==> src/rtl/s32x_vdp_bus_master_pkg.sv <==
// Shared types and constants for the 32X VDP bus master.
// Holds bus space codes, FSM state encoding and the timeout counter width.
package s32x_vdp_bus_master_pkg;

  typedef enum logic [1:0] {
    SP_REG  = 2'd0,
    SP_DRAM = 2'd1,
    SP_PAL  = 2'd2
  } VDPM_SPACE_t;

  typedef enum logic [1:0] {
    VM_IDLE,
    VM_SETUP,
    VM_STRB,
    VM_RLS
  } VDPM_STATE_t;

  localparam int unsigned VDPM_TMO_W = 10;

  // Requests completed locally with an error and no bus cycle: the reserved space,
  // and palette writes that are not full-word (the palette is word-write only).
  function automatic logic vdpm_no_bus_cycle(input logic [1:0] space, input logic we,
                                             input logic [1:0] be);
    return (space == 2'b11) || ((space == SP_PAL) && we && (be != 2'b11));
  endfunction

endpackage

==> src/rtl/s32x_vdp_bus_master.sv <==
// Initiator for the 32X VDP register/framebuffer/palette bus: REQ pulse -> CS/strobe/ACK_N cycle.
// Optional ACK_N timeout is built in when the macro S32X_VDPM_TIMEOUT_EN is defined.
module s32x_vdp_bus_master
  import s32x_vdp_bus_master_pkg::*;
#(
  parameter int unsigned SETUP_CYC = 1,
  parameter int unsigned TMO_CYC   = 1023
) (
  input  logic        CLK,
  input  logic        RST,
  input  logic        REQ,
  input  logic [1:0]  REQ_SPACE,
  input  logic [16:0] REQ_A,
  input  logic        REQ_WE,
  input  logic [1:0]  REQ_BE,
  input  logic [15:0] REQ_WD,
  output logic        BUSY,
  output logic        DONE,
  output logic        ERR,
  output logic [15:0] RD_DATA,
  output logic [16:0] A,
  output logic [15:0] DO,
  input  logic [15:0] DI,
  output logic        RD_N,
  output logic        LWR_N,
  output logic        UWR_N,
  output logic        REG_CS_N,
  output logic        DRAM_CS_N,
  output logic        PAL_CS_N,
  input  logic        ACK_N
);

  if (SETUP_CYC < 1 || SETUP_CYC > 3) begin : g_bad_setup_cyc
    $error("SETUP_CYC must be in 1..3");
  end
  if (TMO_CYC >= (1 << VDPM_TMO_W)) begin : g_bad_tmo_cyc
    $error("TMO_CYC does not fit the timeout counter");
  end

  localparam logic [1:0] SetupLast = 2'(SETUP_CYC - 1);

  VDPM_STATE_t state_q, state_d;
  logic [1:0]  setup_cnt_q, setup_cnt_d;
  logic        we_q;
  logic [1:0]  be_q;

  logic        a_req_ok, accept, reject, setup_done;
  logic        tmo_hit, tmo_err_q;

  logic [16:0] a_d;
  logic [15:0] do_d, rd_data_d;
  logic        rd_n_d, lwr_n_d, uwr_n_d;
  logic        reg_cs_n_d, dram_cs_n_d, pal_cs_n_d;
  logic        busy_d, done_d, err_d;

  // A request is only taken while the responder has released ACK_N.
  assign a_req_ok   = REQ && ACK_N && (state_q == VM_IDLE);
  assign reject     = a_req_ok && vdpm_no_bus_cycle(REQ_SPACE, REQ_WE, REQ_BE);
  assign accept     = a_req_ok && !vdpm_no_bus_cycle(REQ_SPACE, REQ_WE, REQ_BE);
  assign setup_done = (setup_cnt_q == SetupLast);

`ifdef S32X_VDPM_TIMEOUT_EN
  logic [VDPM_TMO_W-1:0] tmo_cnt_q;

  assign tmo_hit = (state_q == VM_STRB) && (tmo_cnt_q == VDPM_TMO_W'(TMO_CYC));

  always_ff @(posedge CLK) begin
    if (RST) begin
      tmo_cnt_q <= '0;
      tmo_err_q <= 1'b0;
    end else begin
      if (state_q == VM_STRB && ACK_N) begin
        tmo_cnt_q <= tmo_cnt_q + 1'b1;
      end else begin
        tmo_cnt_q <= '0;
      end
      if (accept) begin
        tmo_err_q <= 1'b0;
      end else if (tmo_hit && ACK_N) begin
        tmo_err_q <= 1'b1;
      end
    end
  end
`else
  assign tmo_hit   = 1'b0;
  assign tmo_err_q = 1'b0;
`endif

  // State and registered outputs.
  always_ff @(posedge CLK) begin
    if (RST) begin
      state_q     <= VM_IDLE;
      setup_cnt_q <= '0;
      we_q        <= 1'b0;
      be_q        <= '0;
      A           <= '0;
      DO          <= '0;
      RD_N        <= 1'b1;
      LWR_N       <= 1'b1;
      UWR_N       <= 1'b1;
      REG_CS_N    <= 1'b1;
      DRAM_CS_N   <= 1'b1;
      PAL_CS_N    <= 1'b1;
      BUSY        <= 1'b0;
      DONE        <= 1'b0;
      ERR         <= 1'b0;
      RD_DATA     <= '0;
    end else begin
      state_q     <= state_d;
      setup_cnt_q <= setup_cnt_d;
      if (accept) begin
        we_q <= REQ_WE;
        be_q <= REQ_BE;
      end
      A           <= a_d;
      DO          <= do_d;
      RD_N        <= rd_n_d;
      LWR_N       <= lwr_n_d;
      UWR_N       <= uwr_n_d;
      REG_CS_N    <= reg_cs_n_d;
      DRAM_CS_N   <= dram_cs_n_d;
      PAL_CS_N    <= pal_cs_n_d;
      BUSY        <= busy_d;
      DONE        <= done_d;
      ERR         <= err_d;
      RD_DATA     <= rd_data_d;
    end
  end

  always_comb begin
    state_d     = state_q;
    setup_cnt_d = '0;
    unique case (state_q)
      VM_IDLE:  if (accept) state_d = VM_SETUP;
      VM_SETUP: begin
        if (setup_done) begin
          state_d = VM_STRB;
        end else begin
          setup_cnt_d = setup_cnt_q + 2'd1;
        end
      end
      VM_STRB:  if (!ACK_N || tmo_hit) state_d = VM_RLS;
      VM_RLS:   if (ACK_N) state_d = VM_IDLE;
      default:  state_d = VM_IDLE;
    endcase
  end

  always_comb begin
    a_d         = A;
    do_d        = DO;
    rd_n_d      = RD_N;
    lwr_n_d     = LWR_N;
    uwr_n_d     = UWR_N;
    reg_cs_n_d  = REG_CS_N;
    dram_cs_n_d = DRAM_CS_N;
    pal_cs_n_d  = PAL_CS_N;
    busy_d      = BUSY;
    done_d      = 1'b0;
    err_d       = 1'b0;
    rd_data_d   = RD_DATA;
    unique case (state_q)
      VM_IDLE: begin
        if (reject) begin
          done_d = 1'b1;
          err_d  = 1'b1;
        end else if (accept) begin
          a_d         = REQ_A;
          do_d        = REQ_WD;
          busy_d      = 1'b1;
          reg_cs_n_d  = (REQ_SPACE != SP_REG);
          dram_cs_n_d = (REQ_SPACE != SP_DRAM);
          pal_cs_n_d  = (REQ_SPACE != SP_PAL);
        end
      end
      VM_SETUP: begin
        if (setup_done) begin
          rd_n_d  = we_q;
          lwr_n_d = ~(we_q & be_q[0]);
          uwr_n_d = ~(we_q & be_q[1]);
        end
      end
      VM_STRB: begin
        // Strobes and CS stay put until the responder acks (or the timeout fires).
        if (!ACK_N || tmo_hit) begin
          rd_n_d      = 1'b1;
          lwr_n_d     = 1'b1;
          uwr_n_d     = 1'b1;
          reg_cs_n_d  = 1'b1;
          dram_cs_n_d = 1'b1;
          pal_cs_n_d  = 1'b1;
          if (!ACK_N) begin
            rd_data_d = we_q ? RD_DATA : DI;
          end else begin
            rd_data_d = 16'hFFFF;
          end
        end
      end
      VM_RLS: begin
        if (ACK_N) begin
          done_d = 1'b1;
          busy_d = 1'b0;
          err_d  = tmo_err_q;
        end
      end
      default: ;
    endcase
  end

endmodule

==> config.mk <==
export PLATFORM = sky130hd
export DESIGN_NAME = s32x_vdp_bus_master
export DESIGN_NICKNAME = d
export VERILOG_FILES = /design/src/rtl/s32x_vdp_bus_master_pkg.sv /design/src/rtl/s32x_vdp_bus_master.sv
export SDC_FILE = /design/constraint.sdc
export NUM_CORES = 1
export LEC_CHECK = 0
export ABC_AREA = 1
export ABC_CLOCK_PERIOD_IN_PS = 2800
export BUFFER_PORTS_ARGS = -buffer_cell sky130_fd_sc_hd__buf_4
export CAP_MARGIN = 20
export CORE_MARGIN = 4
export CORE_UTILIZATION = 49
export DETAILED_ROUTE_END_ITERATION = 10
export GPL_ROUTABILITY_DRIVEN = 0
export PLACE_DENSITY_LB_ADDON = 0.08
export SKIP_CTS_REPAIR_TIMING = 1
export SLEW_MARGIN = 10
export SYNTH_ARGS = -nofsm -noshare
export SYNTH_HDL_FRONTEND = slang
export SYNTH_SLANG_ARGS = --single-unit
==> constraint.sdc <==
create_clock -name CLK -period 2.8 [get_ports CLK]
set_input_delay 0.28 -clock CLK [delete_from_list [all_inputs] [get_ports CLK]]
set_output_delay 0.28 -clock CLK [all_outputs]
set_load 0.03 [all_outputs]
==> run metrics <==
Critical R2R Capture=RD_DATA[0]; CP startpoint=state_q[0]; core region area=4820 um2; Clock Sinks=65; Initial Utilization=0.519; htree depth=3; Reg clk slew, reported paths=70 ps; CP max FO=17; worst hold endpoint=ERR; crit path kind=flop to flop; Die X=79.4 um; area of the multi-input gates=1040 um2; Slew headroom=0.590; Placement Cell Area=3370 um2; DRT antenna net count=0; layout cell share with drive strength beyond 1=0.325; setup violators final=0; Setup crit end kind=flop; Tightest Pin Transition=614 ps; io pins=116; final worst slack=804 ps; crit-path max cell delay=410 ps; Clock Latency Late Sink=330 ps; R2R Setup Slk=800 ps; register area=1300 um2; Final Cycle Share=0.713; total CTS buffers=9; crit start category=flop; FF-to-FF path depth=7; post-synthesis sequential area ratio=0.521; Vias/cell=4.77; Critical Path Stages=7; cell area after synthesis=2500 um2; Syn Nets=386; Ant. Diodes=0; GRT Util Overall=0.207; CP max-delay cell=nor3_4; Max VDD drop=730 uV; pin count of the biggest net entering global routing=51; Required @ worst endpoint=3030 ps; leak pwr=0.00171 uW; initial antenna violation count=0; Remaining Overflow, GRT=0; Worst Hold Slack=150 ps; clk_skew=5.20 ps; post-synth top area share=0.521; Post-Place Worst Slack=836 ps; CP Data Arrival Time=2220 ps; WHS Path Cells=2; Rows=25; Mapped Cells=322; Final Instance Area=3600 um2; Achievable Freq=0.501 GHz; area delta synth->final=43.8%; min-delay src=RST; root buf cell=clkbuf_8; post-detail-place hpwl=4470 um; FILL cells=423; Buf/Inv on CP=3; pwr/cell area=896 nW/um2; Min-Delay Path Class=input pin to flop; worst path cell trace=inv_1 -> ha_1 -> inv_2 -> nor3_4 -> inv_1 -> nor2_1 -> nor2_1; IO Port Bufs=115; Setup TNS Final=0 ps; status=completed; cell accounting for the most synthesized area=dfxtp_1; most frequent cells in the layout=117 x buf_4, 115 x nor2_1, 65 x dfxtp_1, 37 x o21ai_0, 22 x nand2_1; crit path time final=2000 ps; Yosys warnings=0; Mapped Avg Cell Area=7.76 um2; Die Y=79.4 um; CP top delay family=simple AND/OR/NAND/NOR gates; first-pass GRT wire length=10,200 um; Initial DRC Count=88; NumNets Final=499; Pins Over Slew Limit=0; top cells by area, synth=dfxtp_1 52%, nor2_1 17%, o21ai_0 7.4%; DRC=0; TritonRoute pass-1 iters=4; CTS tree=built; WL per Instance=12.7 um; Final Core Density=0.746; final hold vios=0; Seq cells post-synth=65; Routed WL=6460 um; RSZ-0062 raised after global routing=false; via count=2,416; Max clock buf depth=2; R2R Path Start=state_q[0]; maxcap violations=0; Netlist cell types=23; commonest non-fill, non-tap cell in the layout=buf_4; DIE AREA=6310 um2; vias in the first global route=2,266
-- flip-flops by register name (all words and copies together) (netlist names) --
| register | cells |
|---|---|
| A | 17 |
| DO | 16 |
| RD_DATA | 16 |
| be_q | 2 |
| setup_cnt_q | 2 |
| state_q | 2 |
| BUSY | 1 |
| DONE | 1 |
| DRAM_CS_N | 1 |
| ERR | 1 |
| LWR_N | 1 |
| PAL_CS_N | 1 |
| RD_N | 1 |
| REG_CS_N | 1 |
| UWR_N | 1 |
| we_q | 1 |
-- kinds of logic after synthesis --
logic type | share of synthesized area
compound gates | 0.123
simple gates | 0.261
flops | 0.521
buf+inv | 0.0651
fa+ha+maj | 0.0300
-- where the power goes --
part	switching (uW)	internal, uW	total [uW]	leakage (uW)
clock network	360	547	907	0.000115
registers	90.6	1090	1180	0.000531
logic	714	416	1130	0.00106
total	1160	2060	3220	0.00171
-- worst max path at each step --
stage / to / slack, ps
finish: RD_DATA[0] / 800
global route: RD_DATA[0] / 540
CTS: RD_DATA[0] / 820
detailed placement: RD_DATA[0] / 840
global placement: RD_DATA[11] / 880
floorplan: A[10] / 1260
-- metrics by stage --
stage	std cells	power [uW]
final	507	3220
after global routing	507	3410
after CTS	507	3240
after detailed placement	491	2330
after global placement	491	2310
after floorplan	322	1950
-- final cells by class --
type                       count  share of cell area
sequential                    65               0.362
clock inverter                 5              0.0216
inverter                      18              0.0188
clock buffer                  11              0.0421
tap                           67              0.0233
multi-input combinational    224               0.288
timing repair buffer         117               0.244
-- per-layer routing --
metal  global-route usage  part of all wire
met1                0.238              0.43
met2                0.358              0.48
met3               0.0519             0.077
met4               0.0945             0.021
met5                    0                 0
-- synthesized netlist by cell type --
master,instances
nand3_1,9
nor2_1,115
nor2_2,1
a21oi_1,3
clkbuf_1,5
or2_2,1
nand2_8,1
nand2_2,2
nand2_1,22
o21ai_0,37
nand3_2,1
buf_4,3
nor3_1,2
o21ai_1,20
dfxtp_1,65
nand4_1,2
buf_6,3
inv_1,15
nor3_4,1
buf_2,4
inv_2,3
a211oi_1,1
ha_1,6
(Power assumes the default switching activity.)
